[config.mk]
export PLATFORM = sky130hd
export DESIGN_NAME = mc_reg_bank
export DESIGN_NICKNAME = d
export VERILOG_FILES = /design/src/rtl/mc_reg_bank.sv
export SDC_FILE = /design/constraint.sdc
export NUM_CORES = 1
export LEC_CHECK = 0
export ABC_AREA = 0
export CAP_MARGIN = 20
export CORE_MARGIN = 4
export CORE_UTILIZATION = 40
export DETAILED_ROUTE_END_ITERATION = 8
export GPL_TIMING_DRIVEN = 0
export PLACE_DENSITY = 0.83
export SKIP_CTS_REPAIR_TIMING = 1
export SYNTH_ARGS = -nofsm -noshare
export SYNTH_HDL_FRONTEND = slang
export SYNTH_SLANG_ARGS = --single-unit
[constraint.sdc]
create_clock -name C -period 1.1 [get_ports C]
set_input_delay 0.165 -clock C [delete_from_list [all_inputs] [get_ports C]]
set_output_delay 0.165 -clock C [all_outputs]
set_load 0.05 [all_outputs]
[src/rtl/mc_reg_bank.sv]
`timescale 1ns/1ps
`default_nettype none
// ============================================================================
//  Module   : mc_reg_bank
//  Purpose  : Bank of WIDTH independent CoolRunner-II macrocell registers.
//             Each bit is a D or T flop (T_MASK), with its own power-on
//             value (INIT), global set/reset value (GSR_VAL) and output
//             inversion (INVERT_OUT, applied to OUT only). Feeds the
//             ORTERM/XOR macrocell output path in simulation.
//  Option   : COOLRUNNER2_MC_DDR_EN - when defined, bits with DDR_MASK[i]=1
//             also update on the falling edge of C. When undefined, no
//             falling-edge logic exists and DDR_MASK is ignored.
//  Ports    : C        in   clock (rising edge; also falling for DDR bits)
//             CLR_B    in   asynchronous active-low reset, loads INIT
//             GSR      in   synchronous global set/reset, loads GSR_VAL
//             CE       in   [WIDTH] per-bit clock enable
//             D        in   [WIDTH] per-bit data (D mode) / toggle (T mode)
//             Q        out  [WIDTH] raw register state
//             OUT      out  [WIDTH] Q ^ INVERT_OUT
//             TOGGLED  out  [WIDTH] Q[i] changed on the bit's last active edge
//  Revision : 1.0 - initial release
// ============================================================================
module mc_reg_bank #(
  parameter int WIDTH      = 16,
  parameter     INIT       = {WIDTH{1'b0}},
  parameter     T_MASK     = {WIDTH{1'b0}},
  parameter     GSR_VAL    = {WIDTH{1'b0}},
  parameter     INVERT_OUT = {WIDTH{1'b0}},
  parameter     DDR_MASK   = {WIDTH{1'b0}}
) (
  input  logic             C,
  input  logic             CLR_B,
  input  logic             GSR,
  input  logic [WIDTH-1:0] CE,
  input  logic [WIDTH-1:0] D,
  output logic [WIDTH-1:0] Q,
  output logic [WIDTH-1:0] OUT,
  output logic [WIDTH-1:0] TOGGLED
);

  // --------------------------------------------------------------------------
  // Elaboration checks
  // --------------------------------------------------------------------------
  if (WIDTH < 1 || WIDTH > 64) begin : g_bad_width
    $error("mc_reg_bank: WIDTH must be in 1..64");
  end
  if ($bits(INIT) != WIDTH) begin : g_bad_init
    $error("mc_reg_bank: INIT width differs from WIDTH");
  end
  if ($bits(T_MASK) != WIDTH) begin : g_bad_tmask
    $error("mc_reg_bank: T_MASK width differs from WIDTH");
  end
  if ($bits(GSR_VAL) != WIDTH) begin : g_bad_gsr
    $error("mc_reg_bank: GSR_VAL width differs from WIDTH");
  end
  if ($bits(INVERT_OUT) != WIDTH) begin : g_bad_inv
    $error("mc_reg_bank: INVERT_OUT width differs from WIDTH");
  end
  if ($bits(DDR_MASK) != WIDTH) begin : g_bad_ddr
    $error("mc_reg_bank: DDR_MASK width differs from WIDTH");
  end
`ifndef COOLRUNNER2_MC_DDR_EN
  if (DDR_MASK != 0) begin : g_ddr_ignored
    $warning("mc_reg_bank: DDR_MASK is nonzero but dual-edge support is not compiled in; ignored");
  end
`endif

  localparam logic [WIDTH-1:0] c_init  = INIT;
  localparam logic [WIDTH-1:0] c_tmask = T_MASK;
  localparam logic [WIDTH-1:0] c_gsr   = GSR_VAL;
  localparam logic [WIDTH-1:0] c_inv   = INVERT_OUT;

  // --------------------------------------------------------------------------
  // State and next-state
  // --------------------------------------------------------------------------
  logic [WIDTH-1:0] r_q_pos;    // rising-edge state register
  logic [WIDTH-1:0] r_tog_pos;  // rising-edge toggle flag register
  logic [WIDTH-1:0] w_q;        // current macrocell state
  logic [WIDTH-1:0] w_tog;      // current toggle flags
  logic [WIDTH-1:0] w_nxt;      // state after the next active edge
  logic [WIDTH-1:0] w_chg;      // bits that would change on that edge

  // Priority per bit: GSR, then CE hold, then toggle or load.
  always_comb begin
    w_nxt = (~CE & w_q) | (CE & ((c_tmask & (w_q ^ D)) | (~c_tmask & D)));
    if (GSR) begin
      w_nxt = c_gsr;
    end
    w_chg = w_nxt ^ w_q;
  end

`ifdef COOLRUNNER2_MC_DDR_EN
  // Dual-edge bits are held as the XOR of a rising-edge and a falling-edge
  // register. Each edge writes its own register so that the XOR equals the
  // new value; neither register is ever written from both edges. Non-DDR
  // bits keep their falling-edge register at zero permanently.
  localparam logic [WIDTH-1:0] c_ddr = DDR_MASK;

  logic [WIDTH-1:0] r_q_neg;
  logic [WIDTH-1:0] r_tog_neg;

  assign w_q   = r_q_pos ^ r_q_neg;
  assign w_tog = r_tog_pos ^ r_tog_neg;

  always_ff @(posedge C or negedge CLR_B) begin
    if (!CLR_B) begin
      r_q_pos   <= c_init;
      r_tog_pos <= '0;
    end else begin
      r_q_pos   <= w_nxt ^ r_q_neg;
      r_tog_pos <= w_chg ^ r_tog_neg;
    end
  end

  always_ff @(negedge C or negedge CLR_B) begin
    if (!CLR_B) begin
      r_q_neg   <= '0;
      r_tog_neg <= '0;
    end else begin
      r_q_neg   <= c_ddr & (w_nxt ^ r_q_pos);
      r_tog_neg <= c_ddr & (w_chg ^ r_tog_pos);
    end
  end
`else
  assign w_q   = r_q_pos;
  assign w_tog = r_tog_pos;

  always_ff @(posedge C or negedge CLR_B) begin
    if (!CLR_B) begin
      r_q_pos   <= c_init;
      r_tog_pos <= '0;
    end else begin
      r_q_pos   <= w_nxt;
      r_tog_pos <= w_chg;
    end
  end
`endif

  // --------------------------------------------------------------------------
  // Outputs: inversion affects OUT only, never the stored state.
  // --------------------------------------------------------------------------
  assign Q       = w_q;
  assign OUT     = w_q ^ c_inv;
  assign TOGGLED = w_tog;

endmodule
`default_nettype wire
==> impl_metrics.py <==
metrics = {
    "status": {
        "status": "complete, but fails checks",
        "violations": "negative hold slack, negative setup slack",
    },
    "floorplan": {
        "core_um2": 3470,
        "start_util": 0.433,
        "rows": 21,
        "die_w_um": 69.2,
        "die_y_um": 69.2,
        "io_pins": 83,
        "dieArea_um2": 4790,
    },
    "clock_tree": {
        "cts_sinks": 32,
        "clock_path_buffers": 2,
        "numCtsBuffers": 5,
        "cts_tree": "done",
        "clkLatencyLatePin_ns": 0.27,
        "htree_num_levels": 2,
        "path_clk_slew_ns": 0.06,
        "cts_root_buffer": "clkbuf_8",
    },
    "synth": {
        "synth_largest_area_cell": "dfrtp_1",
        "synth_top_area_share": 0.534,
        "synth_cells": 149,
        "avgSynthCellArea_um2": 10.1,
        "syn_area_um2": 1500,
        "synth_area_leaders": "dfrtp_1, buf_4, o31ai_1",
        "ys_seq_area_frac": 0.534,
        "synth.net_count": 184,
        "synth_cell_types": 14,
        "yosys_register_bits": 32,
        "yosysWarnings": 0,
    },
    "timing": {
        "fin_ws_ns": -0.0461,
        "finalHoldViolCount": 32,
        "tightest_slew_ns": 0.718,
        "fin_crit_sh": 1.04,
        "slew_headroom": 0.521,
        "rsz0062_at_grt": "true",
        "finalSetupViolCount": 16,
        "report.final.slew_viol_count": 0,
        "fmax_ghz": 0.873,
        "fin_worst_skew_ns": 0.00522,
        "hold_ws_ns": -0.0552,
        "period_minus_slack_ns": 1.15,
        "fin_setup_tns_ns": -0.446,
    },
    "power_and_ir_drop": {
        "p_leak_uw": 0.00119,
        "vdd_drop_max_v": 0.000990,
        "p_per_area_nw_per_um2": 1260,
    },
    "job": {
        "max_cap_viol_count": 0,
    },
    "hold_path": {
        "hp-class": "in -> async",
    },
    "global_route": {
        "grt_pass1_wl_mm": 6.10,
        "grt_remaining_overflow": 0,
        "antenna_found_initial": 0,
        "track_usage": 0.158,
        "grt_max_degree": 33,
        "grt_pass1_vias": 1271,
    },
    "finish": {
        "fin_nets": 284,
        "num_antenna_cells": 0,
        "stdcell_count": 296,
        "final_common_cell": "clkdlybuf4s50_1",
        "drive_above_1_share": 0.408,
        "final_cell_mix": "clkdlybuf4s50_1, buf_4, buf_6",
        "area_growth_pct": 72.8,
    },
    "worst_setup_path": {
        "cp_max_fo": 4,
        "r2r_slack_ns": 0.13,
        "critPathArrivalTime_ns": 0.98,
        "required_ns": 0.94,
        "path_cells": "buf_6 -> buf_8",
        "r2r_cells": 3,
        "critPathMaxStageDelay_ns": 0.44,
        "r2r_start": "OUT[14]",
        "worst_setup_path_end_kind": "output port",
        "crit_slowest_cell": "dfrtp_2",
        "startpoint_type": "flop",
        "worstSetupPathType": "reg -> out",
        "r2r_end": "TOGGLED[14]",
    },
    "route": {
        "drc_errors": 0,
        "drtIter0Drc": 87,
        "vias": 1422,
        "via_per_inst": 4.80,
        "drt_pass1_iterations": 4,
        "wl_mm": 3.97,
        "wl_per_cell_um": 13.4,
        "drt.antenna.violating_nets": 0,
    },
    "placed_design": {
        "dp_hpwl_mm": 2.84,
        "place_congestion": 0.701,
        "io_buffers": 81,
        "dp.cells": 276,
    },
}
[synth_stat cells, drive strengths merged]
| library cell | count |
|---|---|
| nand2 | 15 |
| nor2b | 16 |
| dfrtp | 32 |
| nand2b | 15 |
| clkbuf | 2 |
| mux2i | 1 |
| o21ai | 17 |
| buf | 19 |
| a21oi | 15 |
| nor2 | 1 |
| o31ai | 15 |
| nand3b | 1 |
[cell families after synthesis]
family / Yosys count / synth area share
flip-flops: 32 / 0.534
AND/OR/NAND/NOR: 48 / 0.174
buffers and inverters: 21 / 0.103
multiplexers: 1 / 0.00667
AO/OA/AOI/OAI: 47 / 0.182
[cell type report]
type / instances / area [µm²]
repair buffers: 93 / 860
fillers: 274 / 876
multi-input cells: 96 / 544
flip-flops and latches: 32 / 820
well taps: 46 / 57.6
clock buffers: 8 / 100
plain buffers: 21 / 211
[per-layer routing]
metal,global-route usage,vias up,routed length (µm)
li1,-,699,-
met1,0.188,665,1650
met2,0.275,53,2030
met3,0.0449,5,253
met4,0.0456,0,38
met5,0,-,0
[through the flow]
step           hold slack, ns  setup slack (ns)  power (µW)  cell area, µm²   util
4_1_cts               -0.0392            -0.652        3240            2480  0.716
2_1_floorplan          -0.131           0.00656        1870            1520      -
3_5_place_dp            0.256            -0.353        2280            2380  0.687
3_3_place_gp            0.457            -0.891        2260            2390  0.688
5_1_grt              -0.00182           -0.0798        3410            2590  0.747
6_report              -0.0552           -0.0461        3270            2590  0.747
[worst max-delay path, delay by kind of cell, from the launching register on]
kind | cells | cell delay, ns
buffers and inverters | 2 | 0.27
flip-flops | 1 | 0.44
[flip-flops by register name, summed over array words and instances, names as in the netlist]
register,cells
TOGGLED,16
OUT,16
[power breakdown]
part | internal, µW | switching [µW] | total (µW)
combinational | 405 | 590 | 995
sequential | 1260 | 50.4 | 1310
clock | 570 | 394 | 965
total | 2230 | 1030 | 3270
[worst max-delay path by stage]
stage          startpoint      end  slack (ns)
2_1_floorplan     OUT[13]    Q[13]       0.007
3_3_place_gp        CLR_B  OUT[14]       -0.89
3_5_place_dp       OUT[2]     Q[2]       -0.35
4_1_cts            OUT[2]     Q[2]       -0.65
5_1_grt            OUT[4]     Q[4]       -0.08
6_report           OUT[2]     Q[2]       -0.05
(Power assumes the default switching activity.)
